`config.mk`:
```
export PLATFORM = sky130hd
export DESIGN_NAME = rf_wb_arbiter_flat
export DESIGN_NICKNAME = d
export VERILOG_FILES = /design/src/rtl/rf_wb_arbiter_pkg.sv /design/src/rtl/rf_wb_arbiter_if.sv /design/src/rtl/rf_wb_arbiter_rr_arb2.sv /design/src/rtl/rf_wb_arbiter.sv /design/src/flat_wrapper.sv
export SDC_FILE = /design/constraint.sdc
export NUM_CORES = 1
export LEC_CHECK = 0
export CORE_UTILIZATION = 40
export DETAILED_ROUTE_END_ITERATION = 7
export GPL_TIMING_DRIVEN = 1
export MAX_ROUTING_LAYER = met4
export PLACE_DENSITY = 0.71
export SLEW_MARGIN = 10
export SYNTH_ARGS = -nofsm -noshare
export SYNTH_HDL_FRONTEND = slang
export SYNTH_HIERARCHICAL = 1
export SYNTH_SLANG_ARGS = --single-unit
export TNS_END_PERCENT = 5
```
`constraint.sdc`:
```
create_clock -name clk -period 3.06 [get_ports clk]
set_clock_uncertainty 0.2 [all_clocks]
set_input_delay 0.612 -clock clk [delete_from_list [all_inputs] [get_ports clk]]
set_output_delay 0.612 -clock clk [all_outputs]
set_load 0.02 [all_outputs]
```
`src/rtl/rf_wb_arbiter_pkg.sv`:
```
// Shared definitions for the register-file writeback arbiter: width defaults
// and the encoding of the two writeback sources.
package rf_wb_arbiter_pkg;

  localparam int unsigned DATA_W_DEF = 32;
  localparam int unsigned ADDR_W_DEF = 5;
  localparam int unsigned CNT_W_DEF  = 2;

  typedef enum logic {
    SRC_A = 1'b0,
    SRC_B = 1'b1
  } src_e;

endpackage

```
`src/rtl/rf_wb_arbiter_if.sv`:
```
// Issue, writeback-source, hazard-check and register-file write signals of
// the writeback arbiter.
interface rf_wb_arbiter_if
  import rf_wb_arbiter_pkg::*;
#(
  parameter int unsigned DATA_W = DATA_W_DEF,
  parameter int unsigned ADDR_W = ADDR_W_DEF
);

  logic              issue_valid;
  logic [ADDR_W-1:0] issue_waddr;
  logic              issue_ready;

  logic              a_valid;
  logic [ADDR_W-1:0] a_waddr;
  logic [DATA_W-1:0] a_wdata;
  logic              a_ready;

  logic              b_valid;
  logic [ADDR_W-1:0] b_waddr;
  logic [DATA_W-1:0] b_wdata;
  logic              b_ready;

  logic [ADDR_W-1:0] raddr1;
  logic [ADDR_W-1:0] raddr2;
  logic              stall;

  logic              rf_wen;
  logic [ADDR_W-1:0] rf_waddr;
  logic [DATA_W-1:0] rf_wdata;

  modport master (
    output issue_valid, issue_waddr,
    input  issue_ready,
    output a_valid, a_waddr, a_wdata,
    input  a_ready,
    output b_valid, b_waddr, b_wdata,
    input  b_ready,
    output raddr1, raddr2,
    input  stall,
    input  rf_wen, rf_waddr, rf_wdata
  );

  modport slave (
    input  issue_valid, issue_waddr,
    output issue_ready,
    input  a_valid, a_waddr, a_wdata,
    output a_ready,
    input  b_valid, b_waddr, b_wdata,
    output b_ready,
    input  raddr1, raddr2,
    output stall,
    output rf_wen, rf_waddr, rf_wdata
  );

endinterface

```
`src/rtl/rf_wb_arbiter_rr_arb2.sv`:
```
// Two-requester round-robin arbiter; on contention the source not granted
// last wins. Grants are suppressed while reset is asserted.
module rr_arb2
  import rf_wb_arbiter_pkg::*;
(
  input  logic clk_i,
  input  logic rst_ni,
  input  logic req_a_i,
  input  logic req_b_i,
  output logic gnt_a_o,
  output logic gnt_b_o
);

  src_e last_q;

  always_comb begin
    gnt_a_o = 1'b0;
    gnt_b_o = 1'b0;
    if (rst_ni) begin
      if (req_a_i && (!req_b_i || last_q == SRC_B)) begin
        gnt_a_o = 1'b1;
      end else if (req_b_i) begin
        gnt_b_o = 1'b1;
      end
    end
  end

  always_ff @(posedge clk_i) begin
    if (!rst_ni) begin
      last_q <= SRC_B;
    end else if (gnt_a_o) begin
      last_q <= SRC_A;
    end else if (gnt_b_o) begin
      last_q <= SRC_B;
    end
  end

endmodule

```
`src/rtl/rf_wb_arbiter.sv`:
```
// Writeback arbiter: merges two result sources into one register-file write
// port and tracks pending writes per register for read-hazard stalls.
module rf_wb_arbiter
  import rf_wb_arbiter_pkg::*;
#(
  parameter int unsigned DATA_W = DATA_W_DEF,
  parameter int unsigned ADDR_W = ADDR_W_DEF,
  parameter int unsigned CNT_W  = CNT_W_DEF
) (
  input  logic            clk,
  input  logic            rst,
  rf_wb_arbiter_if.slave  bus
);

  localparam int unsigned NREG = 1 << ADDR_W;
  localparam logic [NREG-1:0] ONE_HOT0 = NREG'(1);

  logic gnt_a, gnt_b;

  logic [CNT_W-1:0]  cnt_q [NREG];
  logic [CNT_W-1:0]  cnt_d [NREG];
  logic [NREG-1:0]   inc_vec, dec_vec;
  logic              issue_fire;

  logic              rf_wen_q,   rf_wen_d;
  logic [ADDR_W-1:0] rf_waddr_q, rf_waddr_d;
  logic [DATA_W-1:0] rf_wdata_q, rf_wdata_d;

  rr_arb2 u_arb (
    .clk_i   (clk),
    .rst_ni  (rst),
    .req_a_i (bus.a_valid),
    .req_b_i (bus.b_valid),
    .gnt_a_o (gnt_a),
    .gnt_b_o (gnt_b)
  );

  assign bus.a_ready = gnt_a;
  assign bus.b_ready = gnt_b;

  // r0 is always accepted and never counted, so it can neither block nor stall.
  assign bus.issue_ready = rst && (bus.issue_waddr == '0 || cnt_q[bus.issue_waddr] != '1);
  assign issue_fire      = bus.issue_valid && bus.issue_ready && bus.issue_waddr != '0;

  assign bus.stall = (bus.raddr1 != '0 && cnt_q[bus.raddr1] != '0) ||
                     (bus.raddr2 != '0 && cnt_q[bus.raddr2] != '0);

  // A write retires its pending entry only in the cycle rf_wen is high.
  always_comb begin
    inc_vec = issue_fire ? (ONE_HOT0 << bus.issue_waddr) : '0;
    dec_vec = rf_wen_q   ? (ONE_HOT0 << rf_waddr_q)      : '0;
    for (int unsigned i = 0; i < NREG; i++) begin
      cnt_d[i] = cnt_q[i];
      if (inc_vec[i] && !dec_vec[i]) begin
        cnt_d[i] = cnt_q[i] + CNT_W'(1);
      end else if (dec_vec[i] && !inc_vec[i] && cnt_q[i] != '0) begin
        cnt_d[i] = cnt_q[i] - CNT_W'(1);
      end
    end
  end

  always_comb begin
    rf_wen_d   = 1'b0;
    rf_waddr_d = rf_waddr_q;
    rf_wdata_d = rf_wdata_q;
    if (gnt_a) begin
      rf_wen_d   = bus.a_waddr != '0;
      rf_waddr_d = bus.a_waddr;
      rf_wdata_d = bus.a_wdata;
    end else if (gnt_b) begin
      rf_wen_d   = bus.b_waddr != '0;
      rf_waddr_d = bus.b_waddr;
      rf_wdata_d = bus.b_wdata;
    end
  end

  always_ff @(posedge clk) begin
    if (!rst) begin
      for (int unsigned i = 0; i < NREG; i++) begin
        cnt_q[i] <= '0;
      end
      rf_wen_q   <= 1'b0;
      rf_waddr_q <= '0;
      rf_wdata_q <= '0;
    end else begin
      cnt_q      <= cnt_d;
      rf_wen_q   <= rf_wen_d;
      rf_waddr_q <= rf_waddr_d;
      rf_wdata_q <= rf_wdata_d;
    end
  end

  assign bus.rf_wen   = rf_wen_q;
  assign bus.rf_waddr = rf_waddr_q;
  assign bus.rf_wdata = rf_wdata_q;

endmodule

```
`src/flat_wrapper.sv`:
```
// flat-port wrapper written by rule: the top's interface ports become plain ports
module rf_wb_arbiter_flat import rf_wb_arbiter_pkg::*;
#(
  parameter int unsigned DATA_W = DATA_W_DEF,
  parameter int unsigned ADDR_W = ADDR_W_DEF,
  parameter int unsigned CNT_W  = CNT_W_DEF
)
  (clk, rst, bus_issue_valid, bus_issue_waddr, bus_issue_ready, bus_a_valid, bus_a_waddr, bus_a_wdata, bus_a_ready, bus_b_valid, bus_b_waddr, bus_b_wdata, bus_b_ready, bus_raddr1, bus_raddr2, bus_stall, bus_rf_wen, bus_rf_waddr, bus_rf_wdata);
  rf_wb_arbiter_if #(.DATA_W(DATA_W), .ADDR_W(ADDR_W)) bus_i ();
  input  logic clk;
  input  logic rst;
  input wire logic [$bits(bus_i.issue_valid)-1:0] bus_issue_valid;
  input wire logic [$bits(bus_i.issue_waddr)-1:0] bus_issue_waddr;
  output wire logic [$bits(bus_i.issue_ready)-1:0] bus_issue_ready;
  input wire logic [$bits(bus_i.a_valid)-1:0] bus_a_valid;
  input wire logic [$bits(bus_i.a_waddr)-1:0] bus_a_waddr;
  input wire logic [$bits(bus_i.a_wdata)-1:0] bus_a_wdata;
  output wire logic [$bits(bus_i.a_ready)-1:0] bus_a_ready;
  input wire logic [$bits(bus_i.b_valid)-1:0] bus_b_valid;
  input wire logic [$bits(bus_i.b_waddr)-1:0] bus_b_waddr;
  input wire logic [$bits(bus_i.b_wdata)-1:0] bus_b_wdata;
  output wire logic [$bits(bus_i.b_ready)-1:0] bus_b_ready;
  input wire logic [$bits(bus_i.raddr1)-1:0] bus_raddr1;
  input wire logic [$bits(bus_i.raddr2)-1:0] bus_raddr2;
  output wire logic [$bits(bus_i.stall)-1:0] bus_stall;
  output wire logic [$bits(bus_i.rf_wen)-1:0] bus_rf_wen;
  output wire logic [$bits(bus_i.rf_waddr)-1:0] bus_rf_waddr;
  output wire logic [$bits(bus_i.rf_wdata)-1:0] bus_rf_wdata;
  assign bus_i.issue_valid = bus_issue_valid;
  assign bus_i.issue_waddr = bus_issue_waddr;
  assign bus_issue_ready = bus_i.issue_ready;
  assign bus_i.a_valid = bus_a_valid;
  assign bus_i.a_waddr = bus_a_waddr;
  assign bus_i.a_wdata = bus_a_wdata;
  assign bus_a_ready = bus_i.a_ready;
  assign bus_i.b_valid = bus_b_valid;
  assign bus_i.b_waddr = bus_b_waddr;
  assign bus_i.b_wdata = bus_b_wdata;
  assign bus_b_ready = bus_i.b_ready;
  assign bus_i.raddr1 = bus_raddr1;
  assign bus_i.raddr2 = bus_raddr2;
  assign bus_stall = bus_i.stall;
  assign bus_rf_wen = bus_i.rf_wen;
  assign bus_rf_waddr = bus_i.rf_waddr;
  assign bus_rf_wdata = bus_i.rf_wdata;
  rf_wb_arbiter #(.DATA_W(DATA_W), .ADDR_W(ADDR_W), .CNT_W(CNT_W)) u_core (.clk(clk), .rst(rst), .bus(bus_i));
endmodule
```
Yosys cells after proc, flatten, opt, wreduce, memory -nomap -nowiden
Index checks and enable logic that the tools add are counted.

word-level totals
  bits in registers = 103
  bits in latches = 0
  bits in writable memories = 0
  ROM bits = 0
  word-level logic and storage cells = 440
  memories = 0

cells by class
  $add $sub $neg = 64
  multipliers = 0
  divide/modulo/power cells = 0
  order comparisons = 3
  eq/ne operators = 1
  shifts and indexed selects = 2
  mux-type cells = 88
  bitwise gates (word level) = 3
  reduce and logical (&&, ||, !) cells = 243

operators with widths
  kind                    number
  $mux W2                 70
  $reduce_bool A2 Y1      67
  $mux W32                4
  $logic_and A1 B1 Y1     102
  $logic_not A1 Y1        65
  $add A2 B1 Y2 const B   32
  $shl A1 B5 Y32 const A  2
  $sub A2 B1 Y2 const B   32
  $bmux W2 S5             3
  $reduce_bool A5 Y1      5
  $ge A6 B6 Y1 const B    3
  $not A5 Y6              3
  $mux W5                 2
  $mux W1                 9
  $logic_not A5 Y1        1
  $logic_or A1 B1 Y1      3
  $ne A2 B2 Y1 const B    1

Depth between registers and ports, before layout
  depth after elaboration = 15
  gate-level depth with buffers = 10
  depth with buffers taken out = 7

Modules after synthesis
Netlist, hierarchy kept.

modules (own cells, without submodules)
  module         instances  cells each  area each (µm²)
  rf_wb_arbiter  1          776         6198.4
  rr_arb2        1          9           61.3

Least setup slack after synthesis
No wires, ideal clock.

  path type = input to output
  start point = input port bus_issue_waddr[0]
  end point = output port bus_issue_ready
  arrival time = 2.910 ns
  data required time = 2.248 ns
  path slack = -0.662 ns
  stages on the path = 8
  buffers on the path = 3
  cells stage by stage = buf_4 > nand4b_1 > a311oi_1 > a311o_1 > buf_6 > or2_1 > buf_2 > a2111oi_0

between the ends
  longest elaborated chain between the ends = 7
  elaborated cells between the ends (all ways) = 8
  classes of those cells = 1 x eq/ne; 3 x mux; 1 x bitwise; 3 x reduce/logical

RTL lines
  what                                         RTL line             text
  from (decl)                                  flat_wrapper.sv:13   input wire logic [$bits(bus_i.issue_waddr)-1:0] bus_issue_waddr;
  $not A5 Y6 (implied by the code)             rf_wb_arbiter.sv:42  assign bus.issue_ready = rst && (bus.issue_waddr == '0 || cnt_q[bus.issue_waddr] != '1);
  $bmux W2 S5                                  rf_wb_arbiter.sv:42
  $mux W2 (implied by the code) (2 in series)  rf_wb_arbiter.sv:42
  $ne A2 B2 Y1                                 rf_wb_arbiter.sv:42
  $logic_or A1 B1 Y1 (*)                       rf_wb_arbiter.sv:42
  $logic_and A1 B1 Y1 (*)                      rf_wb_arbiter.sv:42
  to (decl)                                    flat_wrapper.sv:14   output wire logic [$bits(bus_i.issue_ready)-1:0] bus_issue_ready;

Every way passes the cells marked *; elsewhere a longest branch is shown, timed or not. The select of a mux whose other input is x is not followed.

Worst setup path in the final report
  start point = input port bus_raddr2[1]
  end point = output port bus_stall

between the ends
  longest elaborated chain between the ends = 7
  elaborated cells between the ends (all ways) = 8
  classes of those cells = 3 x mux; 1 x bitwise; 4 x reduce/logical

RTL lines
  what                                         RTL line             text
  from (decl)                                  flat_wrapper.sv:24   input wire logic [$bits(bus_i.raddr2)-1:0] bus_raddr2;
  $not A5 Y6 (implied by the code)             rf_wb_arbiter.sv:46  (bus.raddr2 != '0 && cnt_q[bus.raddr2] != '0);
  $bmux W2 S5                                  rf_wb_arbiter.sv:46
  $mux W2 (implied by the code) (2 in series)  rf_wb_arbiter.sv:46
  $reduce_bool A2 Y1                           rf_wb_arbiter.sv:46
  $logic_and A1 B1 Y1 (*)                      rf_wb_arbiter.sv:46
  $logic_or A1 B1 Y1 (*)                       rf_wb_arbiter.sv:45  assign bus.stall = (bus.raddr1 != '0 && cnt_q[bus.raddr1] != '0) ||
  to (decl)                                    flat_wrapper.sv:25   output wire logic [$bits(bus_i.stall)-1:0] bus_stall;

Marked as above.

==> out/results.tsv <==
metric	value	unit
P&R area growth vs syn	40.2	%
Sum Neg Setup Slack	-0.00440	ns
RSZ-0062 raised after global routing	yes	
vias in the first global route	6253	
Overflow after GRT	0	
crit end category	output pin	
CP max FO	4	
Tmin final	3.06	ns
Synth cell types	58	
total power	3.26	mW
Total GRT Usage	0.257	
drt first pass iters	5	
final net count	1072	
TritonCTS buffer count	9	
Worst EP arrival	2.25	ns
Post-synth EDFFs	0	
leakage power	3.11	nW
largest net degree at the start of global routing	94	
clock latency on the worst-skew pair	0.36	ns
CTS Root Cell	clkbuf_16	
final hold violation count	0	
PD cells	371	nW/um2
startpoint types	input port	
post-synthesis cell area	6260	um2
FP Rows	45	
Final WS setup	-0.00440	ns
fmax	0.326	GHz
CTS clk-pin slew, worst paths	0.07	ns
total number of vias	6582	
final WL	19500	um
port bufs	135	
Die Ht	127	um
required time of the critical path	2.25	ns
share of cells above drive strength 1	0.168	
Peak VDD IR	0.000271	V
Core Region	15300	um2
Primary FF master, synth	dfxtp_1	
final setup vio count	1	
post-synthesis sequential area ratio	0.323	
Pins Over Slew Limit	0	
# DRC	0	
Die Wd	127	um
slew of the pin with the lowest slew margin	1.05	ns
die area	16200	um2
total of warnings raised by yosys	6	
fin crit share	1.00	
GP Congestion	0.982	
CTS tree	built	
Worst slew margin	0.298	
synthesized area per cell	7.97	um2
antenna-violating nets left	0	
drt wl/cell	16.3	um
run status	complete, but fails checks	
Starting Density	0.410	
Iter 0 DRT Violations	403	
Syn Nets	879	
violated checks	setup timing	
Cells after Synth	785	
# clock sinks	101	
first-pass GRT wire length	31500	um
antenna violations before repair	2	
H-tree depth	3	
WS Path Type	in -> out	
HPWL Detailed	14700	um
deepest clock path buffer count	2	
post-synthesis register bit count	101	
Worst Hold Class	reg -> reg	
Max Cap Viol	0	
Boundary Pins	136	
ys async rst share	0	
DR vias/cell	5.50	
[worst max-delay path: stages]
cell,delay [ns]
clkdlybuf4s15_1,0.28
mux4_2,0.52
mux4_2,0.48
nor2_1,0.10
a211o_1,0.10
buf_2,0.15
[layout by cell type, fill, tap and decap left out, types with 5 or more instances in the layout]
cell and instances:
dfxtp_1 101, nand3_1 15, o21a_1 30, a211oi_1 36, o21ai_0 34, mux2i_1 37, dlygate4sd2_1 8, nor3_2 9
a21oi_1 87, nand4_1 5, and3_1 18, or3_1 6, clkbuf_16 9, nor2b_1 6, mux4_2 18, nor2_1 133
o21ai_1 5, nand3b_1 5, a41oi_1 9, nand2b_1 35, clkdlybuf4s50_1 121, nand2_1 54, buf_4 88, nor3_1 39
[cells by family (layout without fill, tap and decap cells)]
logic type	count (synthesis)	after routing	synth area share
other cells	0	2	0
compound gates	232	232	0.240
flops	101	101	0.323
buf+inv	47	245	0.0318
mux	55	55	0.124
simple gates	350	350	0.281
[cells in the mapped netlist (all sizes together) (4+ instances only)]
cell / count / share of area
a21oi: 88 / 0.070
nor2b: 6 / 0.0060
buf: 10 / 0.0096
nand3b: 5 / 0.0060
o21a: 30 / 0.036
a211oi: 39 / 0.047
nand2: 54 / 0.032
or2: 4 / 0.0040
mux4: 18 / 0.065
nand2b: 35 / 0.035
nand4: 5 / 0.0050
nor3: 50 / 0.050
nand3: 15 / 0.012
a41oi: 9 / 0.013
a21boi: 4 / 0.0048
o21ai: 40 / 0.033
and3: 18 / 0.018
dfxtp: 101 / 0.32
nor2: 140 / 0.088
mux2i: 37 / 0.059
or3: 6 / 0.0060
clkbuf: 34 / 0.020
[layout make-up]
class	instances	area, um2
diodes	2	5.00
clock buffers	10	239
clock inverters	6	93.8
fillers	1442	6480
inverters	3	11.3
multi-input cells	637	4110
flip-flops and latches	101	2020
well taps	211	264
repair buffers	226	2030
[flip-flops by register name, indices dropped and copies added (netlist names)]
signal               cells
u_core/bus.rf_wen        1
u_core/u_arb/last_q      1
u_core/bus.rf_wdata     32
u_core/cnt_q            62
u_core/bus.rf_waddr      5
[metal layers]
metal  track usage  vias to the layer above  part of all wire
met5             -                        -                 0
met4        0.0980                        0             0.028
met3        0.0716                       38             0.078
met2         0.403                      232              0.45
met1         0.315                     3043              0.44
li1              -                     3269                 -
[what timing repair did]
action	CTS	global route
endpoints found under the setup margin	11	7
buffers inserted	2	0
pin swaps	6	2
hold buffers	0	0
resized for setup	31	6
[through the flow]
step                worst slack [ns]   util  instance area (um2)  instances  hold slack [ns]
finish                      -0.00440  0.575                 8770       1196            0.326
global route                 -0.0954  0.575                 8770       1196            0.351
CTS                          -0.0278  0.574                 8750       1194            0.326
detailed placement            -0.829  0.550                 8390       1176            0.310
global placement              -0.806  0.550                 8390       1176            0.302
floorplan                    -0.0645      -                 6280        785            0.275
[report_power, final]
| part | internal [mW] | switching (mW) | leakage, nW | total (mW) |
|---|---|---|---|---|
| logic | 0.290 | 0.288 | 2.12 | 0.578 |
| clock network | 0.748 | 0.546 | 0.165 | 1.29 |
| registers | 1.35 | 0.0349 | 0.820 | 1.39 |
[worst paths after layout]
path                            cells after the start                             to  slack (ns)                          start
worst min register to register                      2  u_core/cnt_q[17]$_SDFFE_PN0P_        0.33  u_core/cnt_q[17]$_SDFFE_PN0P_
worst max-delay path                                6                      bus_stall      -0.004                  bus_raddr2[1]
worst max register to register                     10  u_core/cnt_q[20]$_SDFFE_PN0P_        0.41   u_core/cnt_q[0]$_SDFFE_PN0P_
worst min-delay path                                2  u_core/cnt_q[17]$_SDFFE_PN0P_        0.33  u_core/cnt_q[17]$_SDFFE_PN0P_
No activity file was read; power rests on OpenSTA's default activity.
